$ cat config.mk
export PLATFORM = sky130hd
export DESIGN_NAME = commit_trace_buffer
export DESIGN_NICKNAME = d
export VERILOG_FILES = /design/src/rtl/trace_pkg.sv /design/src/rtl/trace_fifo.sv /design/src/rtl/commit_trace_buffer.sv
export SDC_FILE = /design/constraint.sdc
export NUM_CORES = 1
export LEC_CHECK = 0
export BUFFER_PORTS_ARGS = -buffer_cell sky130_fd_sc_hd__buf_2
export CORE_MARGIN = 5
export CORE_UTILIZATION = 50
export CTS_CLUSTER_DIAMETER = 50
export CTS_CLUSTER_SIZE = 10
export DETAILED_ROUTE_END_ITERATION = 8
export GPL_TIMING_DRIVEN = 1
export PLACE_DENSITY = 0.73
export SLEW_MARGIN = 5
export SYNTH_ARGS = -nofsm -noshare
export SYNTH_HDL_FRONTEND = slang
export SYNTH_SLANG_ARGS = --single-unit
$ cat constraint.sdc
create_clock -name clk -period 6.15 [get_ports clk]
set_input_delay 0.9225 -clock clk [delete_from_list [all_inputs] [get_ports clk]]
set_output_delay 0.9225 -clock clk [all_outputs]
set_load 0.005 [all_outputs]
$ cat src/rtl/trace_pkg.sv
// Shared types for the commit trace buffer: FSM states,
// record flag positions and the record width derivation.
package trace_pkg;

  typedef enum logic [1:0] {
    S_IDLE    = 2'd0,
    S_RUN     = 2'd1,
    S_HALTED  = 2'd2,
    S_TIMEOUT = 2'd3
  } state_e;

  localparam int FLAG_REG   = 0;
  localparam int FLAG_LOAD  = 1;
  localparam int FLAG_STORE = 2;
  localparam int FLAG_HLT   = 3;

  function automatic int rec_w(input int dw, input int aw);
    return 4 * dw + aw + 4;
  endfunction

endpackage

$ cat src/rtl/trace_fifo.sv
// Record FIFO with an occupancy counter and a selectable
// full policy: drop the newest push or evict the oldest entry.
module trace_fifo #(
  parameter int WIDTH     = 8,
  parameter int DEPTH     = 16,
  parameter bit OVERWRITE = 1'b0
) (
  input  logic             clk,
  input  logic             rst,
  input  logic             push,
  input  logic [WIDTH-1:0] din,
  input  logic             pop_req,
  output logic [WIDTH-1:0] dout,
  output logic             full,
  output logic             empty,
  output logic             drop
);

  localparam int AW = $clog2(DEPTH);
  localparam logic [AW:0] FULL_CNT = (AW + 1)'(DEPTH);

  logic [WIDTH-1:0] mem_q [DEPTH];
  logic [AW-1:0]    wptr_q, wptr_d;
  logic [AW-1:0]    rptr_q, rptr_d;
  logic [AW:0]      cnt_q, cnt_d;
  logic             pop;
  logic             wr_en;

  assign empty = (cnt_q == '0);
  assign full  = (cnt_q == FULL_CNT);
  assign pop   = pop_req & ~empty;
  assign dout  = empty ? '0 : mem_q[rptr_q];

  always_comb begin
    wptr_d = wptr_q;
    rptr_d = rptr_q;
    cnt_d  = cnt_q;
    wr_en  = 1'b0;
    drop   = 1'b0;
    if (push && full && !pop) begin
      drop = 1'b1;
      // Full and not popping: the write slot aliases the head.
      if (OVERWRITE) begin
        wr_en  = 1'b1;
        wptr_d = wptr_q + 1'b1;
        rptr_d = rptr_q + 1'b1;
      end
    end else begin
      if (push) begin
        wr_en  = 1'b1;
        wptr_d = wptr_q + 1'b1;
      end
      if (pop) begin
        rptr_d = rptr_q + 1'b1;
      end
      cnt_d = cnt_q + {{AW{1'b0}}, push}
                    - {{AW{1'b0}}, pop};
    end
  end

  always_ff @(posedge clk or posedge rst) begin
    if (rst) begin
      wptr_q <= '0;
      rptr_q <= '0;
      cnt_q  <= '0;
    end else begin
      wptr_q <= wptr_d;
      rptr_q <= rptr_d;
      cnt_q  <= cnt_d;
    end
  end

  always_ff @(posedge clk) begin
    if (wr_en) begin
      mem_q[wptr_q] <= din;
    end
  end

endmodule

$ cat src/rtl/commit_trace_buffer.sv
// Commit trace capture: run/halt/timeout FSM, saturating
// event counters and a FIFO of per-instruction records.
module commit_trace_buffer
  import trace_pkg::*;
#(
  parameter int DATA_W     = 16,
  parameter int REG_AW     = 4,
  parameter int DEPTH      = 16,
  parameter int CNT_W      = 32,
  parameter int MAX_CYCLES = 100000,
  parameter bit OVERWRITE  = 1'b0,
  localparam int REC_W     = rec_w(DATA_W, REG_AW)
) (
  input  logic              clk,
  input  logic              rst,
  input  logic              start,
  input  logic [DATA_W-1:0] pc,
  input  logic              reg_we,
  input  logic [REG_AW-1:0] reg_wa,
  input  logic [DATA_W-1:0] reg_wd,
  input  logic              mem_re,
  input  logic              mem_we,
  input  logic [DATA_W-1:0] mem_addr,
  input  logic [DATA_W-1:0] mem_wdata,
  input  logic [DATA_W-1:0] mem_rdata,
  input  logic              hlt,
  output logic              rec_valid,
  input  logic              rec_ready,
  output logic [REC_W-1:0]  rec_data,
  output logic [CNT_W-1:0]  cycle_count,
  output logic [CNT_W-1:0]  inst_count,
  output logic [CNT_W-1:0]  drop_count,
  output logic [1:0]        state,
  output logic              done
);

  localparam logic [CNT_W-1:0] LIMIT =
    CNT_W'(MAX_CYCLES - 1);

  state_e           state_q, state_d;
  logic [CNT_W-1:0] cyc_q, cyc_d;
  logic [CNT_W-1:0] inst_q, inst_d;
  logic [CNT_W-1:0] drop_q, drop_d;

  logic              run;
  logic              push;
  logic              store;
  logic              load;
  logic [3:0]        flags;
  logic [DATA_W-1:0] mem_data;
  logic [REC_W-1:0]  rec_in;
  logic              fifo_full;
  logic              fifo_empty;
  logic              fifo_drop;
  logic              lost;

  assign run   = (state_q == S_RUN);
  assign store = mem_we;
  assign load  = mem_re & ~mem_we;
  assign push  = run & (reg_we | mem_re | mem_we | hlt);
  assign lost  = fifo_drop & fifo_full;

  always_comb begin
    flags = '0;
    flags[FLAG_HLT]   = hlt;
    flags[FLAG_STORE] = store;
    flags[FLAG_LOAD]  = load;
    flags[FLAG_REG]   = reg_we;
  end

  always_comb begin
    mem_data = '0;
    if (store) begin
      mem_data = mem_wdata;
    end else if (load) begin
      mem_data = mem_rdata;
    end
  end

  assign rec_in = {flags, pc,
                   reg_we ? reg_wa : '0,
                   reg_we ? reg_wd : '0,
                   mem_addr, mem_data};

  always_comb begin
    state_d = state_q;
    cyc_d   = cyc_q;
    inst_d  = inst_q;
    drop_d  = drop_q;
    unique case (state_q)
      S_IDLE: begin
        if (start) state_d = S_RUN;
      end
      S_RUN: begin
        // A halt on the last allowed cycle beats the watchdog.
        if (hlt) begin
          state_d = S_HALTED;
        end else if (cyc_q == LIMIT) begin
          state_d = S_TIMEOUT;
        end
      end
      S_HALTED, S_TIMEOUT: begin
      end
    endcase
    if (run && cyc_q != '1) begin
      cyc_d = cyc_q + 1'b1;
    end
    if (run && (hlt | reg_we | mem_we) && inst_q != '1) begin
      inst_d = inst_q + 1'b1;
    end
    if (lost && drop_q != '1) begin
      drop_d = drop_q + 1'b1;
    end
  end

  always_ff @(posedge clk or posedge rst) begin
    if (rst) begin
      state_q <= S_IDLE;
      cyc_q   <= '0;
      inst_q  <= '0;
      drop_q  <= '0;
    end else begin
      state_q <= state_d;
      cyc_q   <= cyc_d;
      inst_q  <= inst_d;
      drop_q  <= drop_d;
    end
  end

  trace_fifo #(
    .WIDTH     (REC_W),
    .DEPTH     (DEPTH),
    .OVERWRITE (OVERWRITE)
  ) u_fifo (
    .clk     (clk),
    .rst     (rst),
    .push    (push),
    .din     (rec_in),
    .pop_req (rec_ready),
    .dout    (rec_data),
    .full    (fifo_full),
    .empty   (fifo_empty),
    .drop    (fifo_drop)
  );

  assign rec_valid   = ~fifo_empty;
  assign cycle_count = cyc_q;
  assign inst_count  = inst_q;
  assign drop_count  = drop_q;
  assign state       = state_q;
  assign done        = (state_q == S_HALTED) |
                       (state_q == S_TIMEOUT);

endmodule

# ---- After elaboration in Yosys (flattened, before gate mapping)
# Memories as Yosys holds them, arrays and structs flattened.
# Cells that the tools add are included.
# W data, S select, Z words.
dict set report totals {
  word_cells 65
  n_memories 1
  in_bits 92
  ramBits 1152
  out_inout_bits 172
  regBits 111
}
dict set report classes {
  n_bitwise 13
  muxes 14
  n_addsub 7
  n_reduce_logical 13
  eq_ne 10
}
# name depth word_bits rd rd_clocked_by_memory_dff write_ports line
set mem_list {}
lappend mem_list {u_fifo.mem_q 16 72 1 0 1 trace_fifo.sv:22} ;# logic [WIDTH-1:0] mem_q [DEPTH];
# operator n
set op_table {}
lappend op_table {{$add A32 B1 Y32 const B} 3}
lappend op_table {{$ne A32 B32 Y1 const B} 3}
lappend op_table {{$mux W72} 1}
lappend op_table {{$mux W16} 3}
lappend op_table {{$eq A32 B17 Y1 const B} 1}
lappend op_table {{$add A4 B1 Y4 const B} 2}
lappend op_table {{$logic_and A1 B1 Y1} 6}
lappend op_table {{$mux W2} 3}
lappend op_table {{$or A1 B1 Y1} 6}
lappend op_table {{$add A5 B1 Y5} 1}
lappend op_table {{$eq A5 B5 Y1 const B} 1}
lappend op_table {{$logic_not A5 Y1} 1}
lappend op_table {{$mux W1} 5}
lappend op_table {{$sub A5 B1 Y5} 1}
lappend op_table {{$and A1 B1 Y1} 4}
lappend op_table {{$eq A2 B2 Y1 const B} 2}
lappend op_table {{$mux W4} 1}
lappend op_table {{$pmux W2 S2} 1}
lappend op_table {{$reduce_and A2 Y1} 2}
lappend op_table {{$ne A3 B2 Y1 const B} 1}
lappend op_table {{$not A1 Y1} 3}
lappend op_table {{$reduce_and A3 Y1} 1}
lappend op_table {{$eq A2 B1 Y1 const B} 1}
lappend op_table {{$logic_not A2 Y1} 1}
lappend op_table {{other kinds (3)} 3}

# ---- Longest topological paths before layout
dict set report logic_depth {
  word_depth 9
  mapped_depth 15
  ltp_nobuf 14
}

# ---- Modules after synthesis
# A second synthesis with hierarchy kept.
dict set report unflattened {
  hier_cells 2366
  hier_area_um2 49339.8
}
# module cells_per_inst instances area_per_inst_um2 seq_area_each_um2
set by_module_without_submodules {}
lappend by_module_without_submodules {trace_fifo 1871 1 44278.7 34918.5}
lappend by_module_without_submodules {commit_trace_buffer 495 1 5061.1 2452.4}

# ---- Worst setup path before layout
# No wires, ideal clock.
dict set report synth_path {
  path_kind {input-to-reg}
  startpoint {input mem_we}
  endpoint {memory u_fifo.mem_q[3][0] (netlist name) (enable)}
  setup_ps 590
  t_required_ps 5560
  path_stages 7
  n_path_buf 2
  setup_slack_ps -1150
  arrival_ps 6709
  path_cell_list {buf_2 -> nor4_1 -> nor2_1 -> o21a_1 -> clkbuf_1 -> nand2_1 -> nor3_1}
}
dict set report synth_between {
  elab_chain_cells 8
  elab_cells_between_ends 9
  cone_classes {4 x mux; 3 x bitwise; 2 x reduce/logical}
}
# item line
set synth_lines {}
lappend synth_lines {{start: declaration} commit_trace_buffer.sv:22} ;# input logic mem_we,
lappend synth_lines {{$or A1 B1 Y1 (*) (2 in series)} commit_trace_buffer.sv:60} ;# assign push = run & (reg_we | mem_re | mem_we | hlt);
lappend synth_lines {{$and A1 B1 Y1 (*)} commit_trace_buffer.sv:60}
lappend synth_lines {{$logic_and A1 B1 Y1 (2 in series)} trace_fifo.sv:40} ;# if (push && full && !pop) begin
lappend synth_lines {{$mux W1 (*)} trace_fifo.sv:40}
lappend synth_lines {{$mux W1 (*)} trace_fifo.sv:74} ;# if (wr_en) begin
lappend synth_lines {{$mux W1 (not written as such) (*)} trace_fifo.sv:75} ;# mem_q[wptr_q] <= din;
lappend synth_lines {{end: declaration} trace_fifo.sv:22}
# Mark *: on every way between the ends. The rest lies on a longest branch, timed or not.

# ---- Final worst setup path
dict set report layout_path {
  startpoint {register u_fifo.rptr_q[1]}
  endpoint {output rec_data[26]}
}
dict set report layout_between {
  elab_chain_cells 2
}
# item line
set layout_lines {}
lappend layout_lines {{start: declaration} trace_fifo.sv:24} ;# logic [AW-1:0] rptr_q, rptr_d;
lappend layout_lines {{start signal: assignment} trace_fifo.sv:68} ;# rptr_q <= rptr_d;
lappend layout_lines {{$mem_v2 Z16 W72} n/a}
lappend layout_lines {{$mux W72} trace_fifo.sv:32} ;# assign dout = empty ? '0 : mem_q[rptr_q];
lappend layout_lines {{end: declaration} commit_trace_buffer.sv:29} ;# output logic [REC_W-1:0] rec_data,
# Every way passes these cells.

==> flow_summary.json <==
{
  "status": "finished clean",
  "min_period_ns": 4.71,
  "dp_hpwl_um": 60000,
  "grt_pass1_vias": 26400,
  "worstPathRequired_ns": 5.23,
  "ff2ff_setup_slack_ns": 2.65,
  "overflow": 0,
  "holdCritPathClass": "primary input to asynchronous set/reset pin",
  "coreArea_um2": 98300,
  "cpPeakStageDelay_ns": 1.10,
  "worst-path-buf-inv": 2,
  "place_congestion": 0.841,
  "grt_max_degree": 70,
  "synth_top_family_by_area": "multiplexers",
  "ant_nets": 0,
  "endpoint": "rec_data[26]",
  "rsz0062_at_grt": "no",
  "synth_flop_cell": "edfxtp_1",
  "criticalPathCategory": "flop to output pin",
  "clock_sinks": 1263,
  "relSlewSlack_pct": 29.6,
  "synth_enable_flop_cells": 1152,
  "synth_seq_area_share_pct": 75.6,
  "rr_endpoint": "u_fifo.cnt_q[4]",
  "cts_tree": "yes",
  "setup_violations": 0,
  "synth_mux_area_share_pct": 16.6,
  "tightest_slew_ns": 1.06,
  "post_synth.cell_area_avg_um2": 21.7,
  "yosysUniqueCellTypes": 44,
  "report.final.slew_viol_count": 0,
  "slowest_stage": "dfrtp_4",
  "critPathCaptureType": "output pin",
  "async_flop_share_pct": 8.79,
  "final_nets": 2753,
  "fin_crit_sh_pct": 76.5,
  "clk_pin_slew_ns": 0.06,
  "path_depth": 5,
  "p_leak_nw": 18.4,
  "multi_input_area_um2": 11700,
  "arrival_ns": 3.78,
  "syn_to_final_growth_pct": 15.6,
  "cp_common_cell": "mux4_2",
  "fin_ws_ns": 1.44,
  "grt_usage_pct": 21.7,
  "numCtsBuffers": 154,
  "htreeDepth": 4,
  "critPathLaunch": "u_fifo.rptr_q[1]",
  "drt_iter0_markers": 2526,
  "wl_um": 115000,
  "start_kind": "flop",
  "wl_per_cell_um": 28.7,
  "reg2regPathDepth": 14,
  "hold_viol": 0,
  "register_area_um2": 37400,
  "pin_count": 264,
  "clockBufferDepth": 3,
  "cts_setup_buffers": 0,
  "die_height_um": 324,
  "synth-simple-area-share_pct": 4.13,
  "syn-num-nets": 2385,
  "synth-compound-area-share_pct": 0.633,
  "cts_resized": 0,
  "rows": 115,
  "io_buffers": 263,
  "critical_path.cell_chain": "buf_4 > mux4_2 > mux4_2 > and2_1 > buf_2",
  "place_ws_ns": 1.97,
  "power_per_cell_area_nw_per_um2": 406,
  "max_freq_mhz": 212,
  "synth_xor_xnor_area_share_pct": 1.63,
  "fin_setup_tns_ns": 0,
  "nFillCells": 6920,
  "drc": 0,
  "ys.warnings.count": 0,
  "dr_total_vias": 24700,
  "die_area_um2": 105000,
  "synth_cells": 2278,
  "synth_seq_cells": 1263,
  "drv_cap": 0,
  "clk_latency_ns": 0.73,
  "die_x_um": 324,
  "grt_pass1_wl_um": 171000,
  "ir_drop_v": 0.000263,
  "rr_startpoint": "u_fifo.cnt_q[2]",
  "avgViaCountPerCell": 6.19,
  "cpLargestDelayFamily": "flip-flops",
  "fin_worst_skew_ns": 0.0376,
  "synthAdderAreaFrac_pct": 0.395,
  "fin_util_pct": 58.1,
  "grt_antenna_before_repair": 16,
  "clockRootBuffer": "clkbuf_16",
  "drive_gt1_share_pct": 33.3,
  "syn_area_um2": 49400,
  "firstDrtPassIters": 7,
  "start_util_pct": 50.3,
  "cts_hold_buf": 0,
  "crit_path_max_fanout": 63
}
## layer usage
metal | GRT usage (%) | routed length (um)
met1 | 29.5 | 44800
met2 | 36.6 | 58600
met3 | 4.47 | 8720
met4 | 5.88 | 2330
met5 | 0 | 42
## area by class of cell
cell class                      count  share of cell area [%]
Multi-Input combinational cell    890                    20.5
Clock buffer                      176                    7.19
Sequential cell                  1263                    65.5
Timing Repair Buffer              319                    3.35
Inverter                           18                   0.123
Antenna cell                        6                  0.0263
Tap cell                         1287                    2.82
Clock inverter                     25                   0.519
## cell families (layout without fill, tap and decap cells)
| logic type | Yosys count | after routing |
|---|---|---|
| and+or+nand+nor | 370 | 370 |
| adders and majority gates | 15 | 15 |
| other | 0 | 6 |
| buffers and inverters | 125 | 538 |
| muxes | 369 | 369 |
| DFF | 1263 | 1263 |
| AOI/OAI and AO/OA | 44 | 44 |
| xor gates and xnor gates | 92 | 92 |
## flip-flops by register name, indices dropped and copies added (netlist names)
| name | cells |
|---|---|
| u_fifo.wptr_q | 4 |
| u_fifo.rptr_q | 4 |
| cycle_count | 32 |
| drop_count | 32 |
| inst_count | 32 |
| u_fifo.mem_q | 1152 |
| state | 2 |
| u_fifo.cnt_q | 5 |
## metrics by stage
| step | power (W) | cell area, um^2 | std cells | hold WS, ns |
|---|---|---|---|---|
| 2_1_floorplan | 0.0136 | 49400 | 2278 | 0.477 |
| 3_3_place_gp | 0.0153 | 52700 | 3777 | 0.474 |
| 3_5_place_dp | 0.0154 | 52700 | 3777 | 0.480 |
| 4_1_cts | 0.0235 | 57100 | 3978 | 0.226 |
| 5_1_grt | 0.0241 | 57100 | 3981 | 0.274 |
| 6_report | 0.0232 | 57100 | 3984 | 0.254 |
## placed cells by master (no fill, tap or decap), types with 14 or more instances in the layout
master     synthesis  routed
edfxtp_1        1152    1152
mux4_2           360     360
buf_2              4     263
clkbuf_16          0     161
dfrtp_1          111     107
and2_1           102     102
nand2_1           57      57
xor2_1            47      47
xnor2_1           45      45
buf_4              0      42
nand4_1           36      36
nand3_1           32      32
nor2_1            41      29
nor4_1            28      27
nor3_1            28      24
inv_1             18      17
a22o_1            16      16
ha_1              14      14
buf_12             0      14
## worst reg2reg max path, delay by kind of cell, from the launching register on
family / cells / cell delay [ns]
and+or+nand+nor: 6 / 1.46
adders and majority gates: 4 / 1.08
DFF: 1 / 0.37
buffers and inverters: 2 / 0.14
xor gates and xnor gates: 1 / 0.14
AOI/OAI and AO/OA: 1 / 0.16
## where the power goes
group,internal (W),switching (W),total [W]
logic,0.00297,0.00237,0.00534
clock network,0.00484,0.00320,0.00804
registers,0.00943,0.000366,0.00979
## synthesized netlist by cell type (3+ instances only)
master | instances | area (um^2)
and2_1 | 102 | 638
ha_1 | 14 | 175
nor2_1 | 41 | 154
and4_1 | 10 | 87.6
a31oi_1 | 4 | 25.0
nand2_1 | 57 | 214
buf_1 | 20 | 75.1
xnor2_1 | 45 | 394
a22o_1 | 16 | 140
mux4_2 | 360 | 8110
and3_1 | 11 | 68.8
nand4_1 | 36 | 225
or4_1 | 3 | 22.5
nor3_1 | 28 | 140
or3_1 | 5 | 31.3
nor4b_1 | 3 | 26.3
clkbuf_1 | 83 | 312
dfrtp_1 | 111 | 2780
nand2b_1 | 6 | 37.5
a21oi_1 | 5 | 25.0
mux2_2 | 7 | 78.8
xor2_1 | 47 | 412
o21ai_0 | 10 | 50.1
edfxtp_1 | 1152 | 34600
buf_2 | 4 | 20.0
nor4_1 | 28 | 175
inv_1 | 18 | 67.6
nand3_1 | 32 | 160
## worst min-delay path by stage
stage	from	endpoint	slack, ns
6_report	rst	cycle_count[10]	0.25
4_1_cts	rst	cycle_count[10]	0.23
3_5_place_dp	drop_count[25]	drop_count[25]	0.48
2_1_floorplan	drop_count[25]	drop_count[25]	0.48
5_1_grt	rst	cycle_count[10]	0.27
3_3_place_gp	drop_count[25]	drop_count[25]	0.47
(Power assumes the default switching activity.)
